## src/rtl/piso_serializer.sv

```systemverilog
// piso_serializer: parallel-in / serial-out transmitter.
// Accepts one WIDTH-bit word over a valid/ready handshake and shifts it out
// one bit per clock on sout. Back-to-back frames run with no idle cycle.
//
// Ports:
//   clk         rising-edge clock
//   rst         synchronous active-high reset
//   load_data   word to transmit, captured on load_valid && load_ready
//   load_valid  producer has a word on load_data
//   load_ready  a word can be accepted this cycle (combinational)
//   sout        serial data bit (flop output)
//   sout_valid  sout carries a frame bit
//   sout_last   sout carries the final bit of the frame
//   busy        frame in progress
module piso_serializer #(
  parameter int WIDTH     = 8,
  parameter bit MSB_FIRST = 1'b1
) (
  input  logic             clk,
  input  logic             rst,
  input  logic [WIDTH-1:0] load_data,
  input  logic             load_valid,
  output logic             load_ready,
  output logic             sout,
  output logic             sout_valid,
  output logic             sout_last,
  output logic             busy
);

  localparam int            CW   = (WIDTH > 1) ? $clog2(WIDTH) : 1;
  localparam logic [CW-1:0] LAST = CW'(WIDTH - 1);

  typedef enum logic {IDLE, SHIFT} state_t;

  state_t           state_q, state_d;
  logic [CW-1:0]    cnt_q, cnt_d;
  logic [WIDTH-1:0] shreg_q, shreg_d;
  logic [WIDTH-1:0] shifted;
  logic             last_q, last_d;
  logic             on_last, accept;

  assign on_last    = (state_q == SHIFT) && (cnt_q == LAST);
  // Ready on the final bit too, so the next word reloads with no gap.
  assign load_ready = !rst && ((state_q == IDLE) || on_last);
  assign accept     = load_valid && load_ready;

  // Zeros shift in behind the data, so the register is all-zero once a frame
  // drains and sout naturally reads 0 while idle.
  assign shifted = MSB_FIRST ? (shreg_q << 1) : (shreg_q >> 1);

  always_comb begin
    state_d = state_q;
    cnt_d   = cnt_q;
    shreg_d = shreg_q;
    case (state_q)
      IDLE: begin
        if (accept) begin
          state_d = SHIFT;
          shreg_d = load_data;
          cnt_d   = '0;
        end
      end
      SHIFT: begin
        if (cnt_q == LAST) begin
          cnt_d = '0;
          if (accept) begin
            shreg_d = load_data;
          end else begin
            state_d = IDLE;
            shreg_d = shifted;
          end
        end else begin
          cnt_d   = cnt_q + 1'b1;
          shreg_d = shifted;
        end
      end
      default: state_d = IDLE;
    endcase
    // sout_last is registered: flag the cycle whose counter will sit at LAST.
    last_d = (state_d == SHIFT) && (cnt_d == LAST);
  end

  always_ff @(posedge clk) begin
    if (rst) begin
      state_q <= IDLE;
      cnt_q   <= '0;
      shreg_q <= '0;
      last_q  <= 1'b0;
    end else begin
      state_q <= state_d;
      cnt_q   <= cnt_d;
      shreg_q <= shreg_d;
      last_q  <= last_d;
    end
  end

  assign sout       = MSB_FIRST ? shreg_q[WIDTH-1] : shreg_q[0];
  assign sout_valid = (state_q == SHIFT);
  assign busy       = (state_q == SHIFT);
  assign sout_last  = last_q;

endmodule

```

## config.mk

```make
export PLATFORM = sky130hd
export DESIGN_NAME = piso_serializer
export DESIGN_NICKNAME = d
export VERILOG_FILES = /design/src/rtl/piso_serializer.sv
export SDC_FILE = /design/constraint.sdc
export NUM_CORES = 1
export LEC_CHECK = 0
export ABC_CLOCK_PERIOD_IN_PS = 2600
export CORE_MARGIN = 1.5
export CORE_UTILIZATION = 50
export CTS_CLUSTER_DIAMETER = 200
export DETAILED_ROUTE_END_ITERATION = 10
export PLACE_DENSITY = 0.77
export REMOVE_ABC_BUFFERS = 1
export SKIP_LAST_GASP = 1
export SLEW_MARGIN = 20
export SYNTH_ARGS = -nofsm -noshare
export SYNTH_HDL_FRONTEND = slang
export SYNTH_SLANG_ARGS = --single-unit
export TNS_END_PERCENT = 10
```

## constraint.sdc

```tcl
create_clock -name clk -period 2.6 [get_ports clk]
set_input_delay 0.26 -clock clk [delete_from_list [all_inputs] [get_ports clk]]
set_output_delay 0.26 -clock clk [all_outputs]
set_load 0.005 [all_outputs]
```

# Yosys cells after proc, flatten, opt, wreduce, memory -nomap -nowiden
# Index checks and enable logic that the tools add are counted.
# totals
ff_bits	13
output_inout_bits	5
in_bits	11
elab_cells	25
# classes
n_mux	10
bitwise	1
eq_ne	3
reduce_logical	6
add_sub_neg	1
# ops
cell	n
2-to-1 mux 8 bit	3
case mux 8 bit (2 select lines)	1
== test 3 bit, second input constant	2
2-to-1 mux 3 bit	2
case mux 3 bit (2 select lines)	1
logical AND 1 bit	4
adder 3 x 1 -> 3 bit, second input constant	1
2-to-1 mux 1 bit	2
!= test 2 bit, second input constant	1
case mux 1 bit (2 select lines)	1
zero test 1 bit	1
logical OR 1 bit	1
NOT 1 bit	1

# Logic depth before layout (Yosys ltp)
# Gate-level depths: netlist of the first run.
# logic_depth
depth_word	9
depth_mapped	6
ltp_nobuf	5

# Worst setup path after synthesis of the first run
# OpenSTA, ideal clock, no wires.
# synth_path
path_type	register to register
start	register cnt_q[0]
end	register shreg_q[3]
stages_incl_launch_ff	7
setup_time_ns	0.095
path_buffers	1
t_required_ns	2.505
synth_period_minus_slack_ns	1.310
setup_slack_ns	1.290
arrival_ns	1.215
cell_sequence	dfxtp_1 -> ha_1 -> ha_1 -> nand2b_1 -> buf_6 -> nand2_4 -> a221oi_1
# synth_between
elab_chain_cells	8
word_cells_on_any_way	9
cone_classes	2 x eq/ne; 3 x mux; 4 x reduce/logical
# synth_rtl
item	line_no	rtl
start: declaration	36	logic [CW-1:0] cnt_q, cnt_d;
start signal: assignment	91	cnt_q <= cnt_d;
== test 3 bit *	42, 64	
logical AND 1 bit	42	assign on_last = (state_q == SHIFT) && (cnt_q == LAST);
logical OR 1 bit	44	assign load_ready = !rst && ((state_q == IDLE) || on_last);
logical AND 1 bit	44	
logical AND 1 bit	45	assign accept = load_valid && load_ready;
2-to-1 mux 8 bit	66	if (accept) begin
2-to-1 mux 8 bit	64	if (cnt_q == LAST) begin
case mux 8 bit (2 select lines)	55	case (state_q)
end signal: assignment	92	shreg_q <= shreg_d;
end: declaration	37	logic [WIDTH-1:0] shreg_q, shreg_d;
# Mark *: on every way between the ends. The rest lies on a longest branch, timed or not.
# A chain may end at the register's enable or synchronous reset.

# Final worst setup path of the first run
# layout_path
start	register cnt_q[0]
end	output load_ready
# layout_between
elab_chain_cells	4
# layout_rtl
item	line_no	rtl
== test 3 bit	42	
logical AND 1 bit	42	
logical OR 1 bit	44	
logical AND 1 bit	44	
end: declaration	23	output logic load_ready,
# Every way passes these cells.

==> results.txt, run 1 <==
CP most frequent cell: ha_1
final critical-path share of the clock period: 0.786
register bit count reported by yosys: 13
row count: 12
area share of the largest cell type after synthesis: 0.401
final instance area: 820 µm²
placed instance area: 793 µm²
cell accounting for the most synthesized area: dfxtp_1
clock root buffer: clkbuf_4
r2r worst-path depth: 5
Final min period: 2.04 ns
# hold bufs at CTS: 0
sequential share of power: 0.515
P_sw: 0.000105 W
layout cells sized above 1: 0.158
Port-buffer cells: 15
reg2reg start: cnt_q[0]
Seq/Total Area, Yosys: 0.401
pwr/cell area: 517 nW/µm²
crit path kind: register to output port
Post-DRT Antenna Nets: 0
worst path cell trace: ha_1, ha_1, and2b_2, nor2_1, clkdlybuf4s50_1
vias in the first global route: 418
DRC: 0
antenna violations before repair: 0
Max stage delay on crit path: 0.50 ns
Slew HR: 0.650
VDD IR max: 0.390 mV
worst-margin pin slew: 0.525 ns
first-pass GRT wire length: 1.72 mm
Post-Synth Adder-Cell Area: 0.0385
Ant. Diodes: 0
hold slack final: 0.513 ns
Syn-to-layout area delta: 26.2%
DR iter-0 viols: 4
Hold Path Class: register to register
Worst Path Buf+Inv: 1
GRT Util Overall: 0.170
Clock Pin Slew Worst Setup and Hold Paths: 0.08 ns
synth top area cells: dfxtp_1 (40%), mux2i_1 (14%), a221oi_2 (12%), nor2b_1 (6.7%), nor2_1 (5.2%)
Die W: 39.0 µm
# setup viols final: 0
Clock Skews: 0.00106 ns
Post-Syn Area: 649 µm²
CTS tree: built
xor/xnor share of the synthesized area: 0
internal power: 0.000319 W
die height: 39.0 µm
synth warn: 0
clock network power share: 0.287
starting density of the core: 0.562
Compound-Gate Fraction of Synth Area: 0.177
synth unique cells: 18
slowest CP cell: clkdlybuf4s50_1
Worst EP arrival: 1.78 ns
PostCTS Resize Cnt: 0
Min-Delay Path Depth: 2
H-Tree Depth: 1
average vias per placed instance: 5.38
vias post-DR: 484
Placeable Area: 1160 µm²
RSZ-0062 raised after global routing: no
Leak: 0.315 nW
status: complete, no violations
global route overflow: 0
top achievable clock speed: 490 MHz
Gate Count Post-Synth: 60
startpoint of the worst hold path: cnt_q[1]
routed wire length: 1.11 mm
WP depth: 5
Setup Buffers After CTS: 0
sw frac: 0.248
Slew Limit Fails: 0
CP startpoint: cnt_q[0]
Clock Sinks: 13
CTS Buf Count: 3
combinational family with the most area after synthesis: simple AND/OR/NAND/NOR gates
largest net degree at the start of global routing: 16
Setup TNS Final: 0 ns
cell family with most CP delay: buffers and inverters
Max Cap Viol: 0
Final #Nets: 90
CP Launch Type: register
endpoints failing hold: 0
Req. time, crit path: 2.34 ns
Clock Path Buffers: 2
CP max FO: 3
crit end category: output port
die area: 1520 µm²
non-filler instance count after layout: 90
GPL Wtd Cong: 0.657
multiplexer share of the synthesized area: 0.139
IO Pins: 16
Wirelength per Cell: 12.3 µm
combinational cell fraction of total power: 0.199
syn avg cell area: 10.8 µm²
DRT Pass-1 Iters: 2
number of cells after detailed placement: 86
simple-gate share of the synthesized area: 0.185
Design Power: 0.000424 W
Filler Cells Inserted: 84
clock latency on the worst-skew pair: 0.27 ns
## power groups by stage
stage	Combinational, W	Clock, W	Sequential, W
6_report	0.0000842	0.000122	0.000218
5_1_grt	0.0000908	0.000137	0.000219
4_1_cts	0.0000847	0.000125	0.000218
3_5_place_dp	0.0000844	0	0.000223
3_3_place_gp	0.0000840	0	0.000223
2_1_floorplan	0.0000413	0	0.000226
## path summary, 6_finish.rpt
path | end | slack (ns)
max reg2reg | shreg_q[7] | 0.94
min reg2reg | cnt_q[1] | 0.51
min | cnt_q[1] | 0.51
max | load_ready | 0.56
## metal layers
layer | vias up | GRT usage | wire (µm) | part of all wire
li1 | 250 | - | - | -
met1 | 224 | 0.199 | 536 | 0.48
met2 | 8 | 0.279 | 524 | 0.47
met3 | 2 | 0.0347 | 36 | 0.032
met4 | 0 | 0.103 | 11 | 0.0099
met5 | - | 0 | 0 | 0
## cells by family after synthesis
family	after synthesis
buf+inv	5
compound gates	10
simple gates	21
flops	13
fa+ha+maj	2
mux	9
## sequential cells by signal, indices dropped and copies added (netlist names)
name / flops
cnt_q: 3
shreg_q: 8
busy: 1
sout_last: 1
## per-stage QoR
stage	setup WS (ns)	util
floorplan	1.11	-
CTS	0.550	0.709
global placement	0.875	0.686
global route	0.498	0.709
finish	0.558	0.709
detailed placement	0.849	0.686
## final cells by class
cell class | instances | area (µm²) | share of cell area
multi-input cells | 42 | 350 | 0.427
flip-flops and latches | 13 | 260 | 0.318
repair buffers | 17 | 165 | 0.202
clock buffers | 4 | 26.3 | 0.0321
well taps | 14 | 17.5 | 0.0214
## cell usage in the layout, fill, tap and decap left out
| cell type | count |
|---|---|
| a221oi_1 | 2 |
| a221oi_2 | 5 |
| a22oi_1 | 2 |
| and2b_2 | 1 |
| buf_4 | 2 |
| clkbuf_1 | 1 |
| clkbuf_4 | 3 |
| clkdlybuf4s50_1 | 15 |
| dfxtp_1 | 13 |
| ha_1 | 2 |
| mux2i_1 | 9 |
| nand2_4 | 1 |
| nand2b_1 | 1 |
| nand3_1 | 1 |
| nand4bb_1 | 1 |
| nor2_1 | 9 |
| nor2b_1 | 7 |
| o21a_1 | 1 |
## cells in the mapped netlist
master     instances
buf_6              2
nor2b_1            7
buf_4              1
nand4bb_1          1
a221oi_1           2
dfxtp_1           13
buf_1              1
ha_1               2
nand2b_1           1
and2b_2            1
a22oi_1            2
nand2_4            1
o21a_1             1
a221oi_2           5
buf_2              1
mux2i_1            9
nor2_1             9
nand3_1            1
## worst min-delay path: stages, from the launching register on
cell and delay (ns):
dfxtp_1 0.34, a22oi_1 0.07, nor2_1 0.08
Note: power is estimated with default switching activity, not from simulation.
==> inputs of run 2 (changes only) <==
--- a/config.mk
+++ b/config.mk
@@ -5,12 +5,12 @@
 export SDC_FILE = /design/constraint.sdc
 export NUM_CORES = 1
 export LEC_CHECK = 0
-export ABC_CLOCK_PERIOD_IN_PS = 2600
+export ABC_CLOCK_PERIOD_IN_PS = 1840
 export CORE_MARGIN = 1.5
-export CORE_UTILIZATION = 50
+export CORE_UTILIZATION = 42
 export CTS_CLUSTER_DIAMETER = 200
 export DETAILED_ROUTE_END_ITERATION = 10
-export PLACE_DENSITY = 0.77
+export PLACE_DENSITY = 0.68
 export REMOVE_ABC_BUFFERS = 1
 export SKIP_LAST_GASP = 1
 export SLEW_MARGIN = 20
==> constraint.sdc (replaced) <==
create_clock -name clk -period 1.84 [get_ports clk]
set_input_delay 0.184 -clock clk [delete_from_list [all_inputs] [get_ports clk]]
set_output_delay 0.184 -clock clk [all_outputs]
set_load 0.005 [all_outputs]
==> run 2 against run 1 <==
Net effect: die area up 18%; combinational power up 43%; utilization down 14 points; largest power group unchanged; global-route usage down 1.4 points; first-iteration DRC count down 75%; critical path type unchanged; clock skew up 0.0072 ns; final area up 2.3%; critical path depth unchanged; total power up 42%; sequential power up 43%; flip-flop and latch count unchanged; count of clock-buffer cells in the layout down 1.
==> results.txt, run 2 (synthesis gave the netlist of run 1 again) <==
# hold bufs at CTS: 0
Min-Delay Path Depth: 2
area of the multi-input gates: 350 µm²
Clock Sinks: 13
Post-Place Setup Slack: 0.170 ns
Leak: 0.331 nW
GPL Wtd Cong: 0.708
Ant. Diodes: 0
internal power: 0.000449 W
crit path kind: register to output port
CP Launch Type: register
# setup viols final: 0
H-Tree Depth: 1
largest registers: shreg_q (8), cnt_q (3)
Post-DRT Antenna Nets: 0
DR iter-0 viols: 1
commonest non-fill, non-tap cell in the layout: clkdlybuf4s50_1
Most flops, register: shreg_q
VDD IR max: 0.387 mV
Port-buffer cells: 15
Placeable Area: 1470 µm²
Hold Path Class: register to register
first-pass GRT wire length: 2.13 mm
RSZ-0062 raised after global routing: no
die area: 1790 µm²
CTS Buf Count: 3
HPWL after detailed placement: 849 µm
Sequential Area: 262 µm²
Wirelength per Cell: 12.3 µm
layout cells sized above 1: 0.205
setup ws final: 0.152 ns
row count: 14
vias post-DR: 483
die height: 42.3 µm
CTS tree: built
r2r worst-path depth: 5
Worst EP arrival: 1.50 ns
Setup TNS Final: 0 ns
reg-to-reg endpoint: shreg_q[4]
reg2reg start: cnt_q[0]
Final #Nets: 92
CP max FO: 3
Slew HR: 0.695
worst reg2reg setup slack: 0.29 ns
top achievable clock speed: 593 MHz
Filler Cells Inserted: 144
clock latency on the worst-skew pair: 0.27 ns
vias in the first global route: 504
Syn-to-layout area delta: 29.1%
endpoints failing hold: 0
starting density of the core: 0.441
average vias per placed instance: 5.14
Clock Skews: 0.00830 ns
clock root buffer: clkbuf_4
CP Capture Point: load_ready
final critical-path share of the clock period: 0.917
Clock Pin Slew Worst Setup and Hold Paths: 0.08 ns
CP startpoint: cnt_q[0]
commonest cells after routing, fill and taps aside: clkdlybuf4s50_1 (14), dfxtp_1 (12), nor2_1 (9), mux2i_1 (9), nor2b_1 (7)
status: complete, no violations
Final min period: 1.69 ns
largest net degree at the start of global routing: 14
crit end category: output port
pwr/cell area: 718 nW/µm²
antenna violations before repair: 0
IO Pins: 16
Clock Path Buffers: 2
worst-margin pin slew: 0.456 ns
DRT Pass-1 Iters: 2
final core utilization: 0.570
Die W: 42.3 µm
routed wire length: 1.15 mm
P_sw: 0.000152 W
Max Cap Viol: 0
Design Power: 0.000602 W
placed instance area: 803 µm²
Req. time, crit path: 1.66 ns
final instance area: 838 µm²
Largest register FFs: 8
clock network power share: 0.285
sequential share of power: 0.517
sw frac: 0.253
combinational cell fraction of total power: 0.199
GRT Util Overall: 0.156
Slew Limit Fails: 0
DRC: 0
global route overflow: 0
-- run 2: cell count changes in the layout (fill, tap and decap cells not counted), sizes merged --
cell / previous run / this run
clkinv: 0 / 1
buf: 2 / 4
clkdlybuf4s50: 15 / 14
dlygate4sd2: 0 / 1
clkbuf: 4 / 3
-- run 2: what timing repair did --
item                       CTS  global route
setup buffers                1             0
gates resized for setup      2             0
setup endpoints to repair    1             0
-- run 2: worst min path at each step --
stage                 endpoint  slack (ns)  startpoint
floorplan           shreg_q[1]        0.25         rst
global placement      cnt_q[1]        0.49    cnt_q[1]
detailed placement    cnt_q[1]        0.50    cnt_q[1]
CTS                   cnt_q[1]        0.52    cnt_q[1]
global route          cnt_q[1]        0.53    cnt_q[1]
finish                cnt_q[1]        0.51    cnt_q[1]
-- run 2: worst max-delay path, cell delays in order (launching register included) --
cell	delay (ns)
dfxtp_2	0.33
ha_1	0.18
ha_1	0.19
and2b_2	0.23
nor2_1	0.04
dlygate4sd2_1	0.25
-- run 2: cell type report --
cell class | count | share of cell area
tap | 16 | 0.0239
timing repair buffer | 19 | 0.213
clock buffer | 3 | 0.0269
multi-input combinational | 42 | 0.418
sequential | 13 | 0.312
clock inverter | 1 | 0.00597
-- run 2: stage by stage --
stage               instances  hold WS, ns
global route               94        0.533
detailed placement         89        0.498
finish                     94        0.510
global placement           89        0.489
floorplan                  55        0.250
CTS                        94        0.516
-- run 2: power by group through the flow --
stage	Combinational [W]	Clock (W)	Sequential, W
6_report	0.000120	0.000171	0.000311
5_1_grt	0.000131	0.000201	0.000313
4_1_cts	0.000122	0.000183	0.000311
3_5_place_dp	0.000120	0	0.000318
3_3_place_gp	0.000118	0	0.000317
2_1_floorplan	0.0000583	0	0.000320
-- run 2: routing by layer --
layer,up-vias,GRT usage,wire (µm)
li1,253,-,-
met1,217,0.196,566
met2,11,0.258,523
met3,2,0.0259,55
met4,0,0.0750,6
met5,-,0,0
==> variant (flow settings as in run 2) <==
`WIDTH`: 8 -> 16.
--- a/src/rtl/piso_serializer.sv
+++ b/src/rtl/piso_serializer.sv
@@ -13,7 +13,7 @@
 //   sout_last   sout carries the final bit of the frame
 //   busy        frame in progress
 module piso_serializer #(
-  parameter int WIDTH     = 8,
+  parameter int WIDTH     = 16,
   parameter bit MSB_FIRST = 1'b1
 ) (
   input  logic             clk,
Interface: changed (resized load_data); port bits go from 16 to 24. No check against the original RTL was run, so the function may have changed too.
==> variant against run 2 <==
Final area grew 68%. Clock skew shrank 5.7 ps. Sequential share of layout area grew 0.68 points. Sequential cell count grew 9. Total power grew 58%. Synthesized area grew 67%. Routed wire length grew 110%. Setup slack lost 68 ps. Critical path type unchanged. Largest cell class unchanged. Highest routed layer unchanged.
==> variant: results (changes against run 2) <==
- The routed length on met2 was 1260 µm (+140%).
- The flow ran to the end, and the final reports show no timing, DRC or antenna violations.
- The largest voltage drop on the vdd net is 0.463 mV (+19%).
- The pin count of the biggest net entering global routing is 20 (+6).
- The global-route total usage across every layer is 0.188 (+0.0321).
- The final setup skew is 2.63 ps (-5.67 ps).
- The average wire per cell in the routed design is 15.3 µm (+24%).
- In this run the worst setup path begins at cnt_q[1]$_SDFF_PP0_.
- The wire length of the first global-routing pass is 3940 µm (+85%).
- The post-synthesis cell type count is 23 (+5).
- The slack of the worst reg-to-reg path is 210 ps (-80 ps).
- The die footprint is 0.00289 mm² (+61%).
- The filler cell count came to 223 (+55%).
- The beginning of the worst hold path is load_data[0].
- The count of instances resized after the clock tree is built is 4 (+2).
- The relative max-transition margin is 0.549 (-0.146).
- The post-DP HPWL is 1670 µm (+97%).
- The number of signal-net buffers in the layout is 30 (+11).
- Counting instances in the post-synthesis netlist gives the leading cell types as sky130_fd_sc_hd__dfxtp_1, sky130_fd_sc_hd__a21oi_1, sky130_fd_sc_hd__mux2i_1, sky130_fd_sc_hd__o221a_2, sky130_fd_sc_hd__nand2_1.
- The largest registers in the layout are shreg_q: 16 flops, cnt_q: 4 flops.
- The data arrival time of the worst path is 1570 ps (+70 ps).
- The adder-cell share of the synthesized area came to 0.0116 (-0.0270).
- The instance count after placement with tap cells included came to 156 (+75%).
- The final net count is 152 (+65%).
- The sequential share of the synthesized area came to 0.407 (+0.00617).
- The longest individual stage delay on the worst path was 500 ps (+170 ps).
- The area share of buffers outside the clock network is 0.201 (-0.0122).
- The maximum fanout encountered on the critical timing path is 4 (+1).
- The via density per instance was 5.74 (+12%).
- The slowest cell on the critical path is sky130_fd_sc_hd__clkdlybuf4s50_1.
- The number of cell instances on the worst register-to-register path is 4 (-1).
- The met1 routed wirelength after detailed routing was 1100 µm (+94%).
- The gate count after technology mapping is 105 (+75%).
- The number of global-route vias before repair was 847 (+68%).
- The fraction of area in clock buffers and inverters came to 0.0160 (-0.0168).
- The footprint of the multi-input gates is 607 µm² (+73%).
- The total placed instance area is 0.00135 mm² (+68%).
- The share of the synthesized area in compound gates (AO/OA/AOI/OAI) is 0.316 (+0.138).
- The met3 track demand over resource is 0.0250 (-0.000862).
-- variant: cell count changes in the layout (fill, tap and decap cells not counted), moves of 3 or more --
cell,run 2,this run
sky130_fd_sc_hd__nor2b_1,7,1
sky130_fd_sc_hd__o221a_2,0,15
sky130_fd_sc_hd__buf_4,4,7
sky130_fd_sc_hd__clkdlybuf4s50_1,14,23
sky130_fd_sc_hd__mux2i_1,9,15
sky130_fd_sc_hd__nand2_1,0,7
sky130_fd_sc_hd__nor2_1,9,2
sky130_fd_sc_hd__dfxtp_1,12,20
sky130_fd_sc_hd__a221oi_2,5,0
sky130_fd_sc_hd__a21oi_1,0,19
-- variant: stage by stage --
step | total power [µW] | util | hold slack, ps | setup WS [ps]
2_1_floorplan | 639 | - | 253 | -131
3_3_place_gp | 730 | 0.550 | 466 | 134
3_5_place_dp | 736 | 0.550 | 475 | 78.1
4_1_cts | 949 | 0.566 | 475 | 11.0
5_1_grt | 997 | 0.572 | 508 | 12.2
6_report | 951 | 0.572 | 469 | 84.1
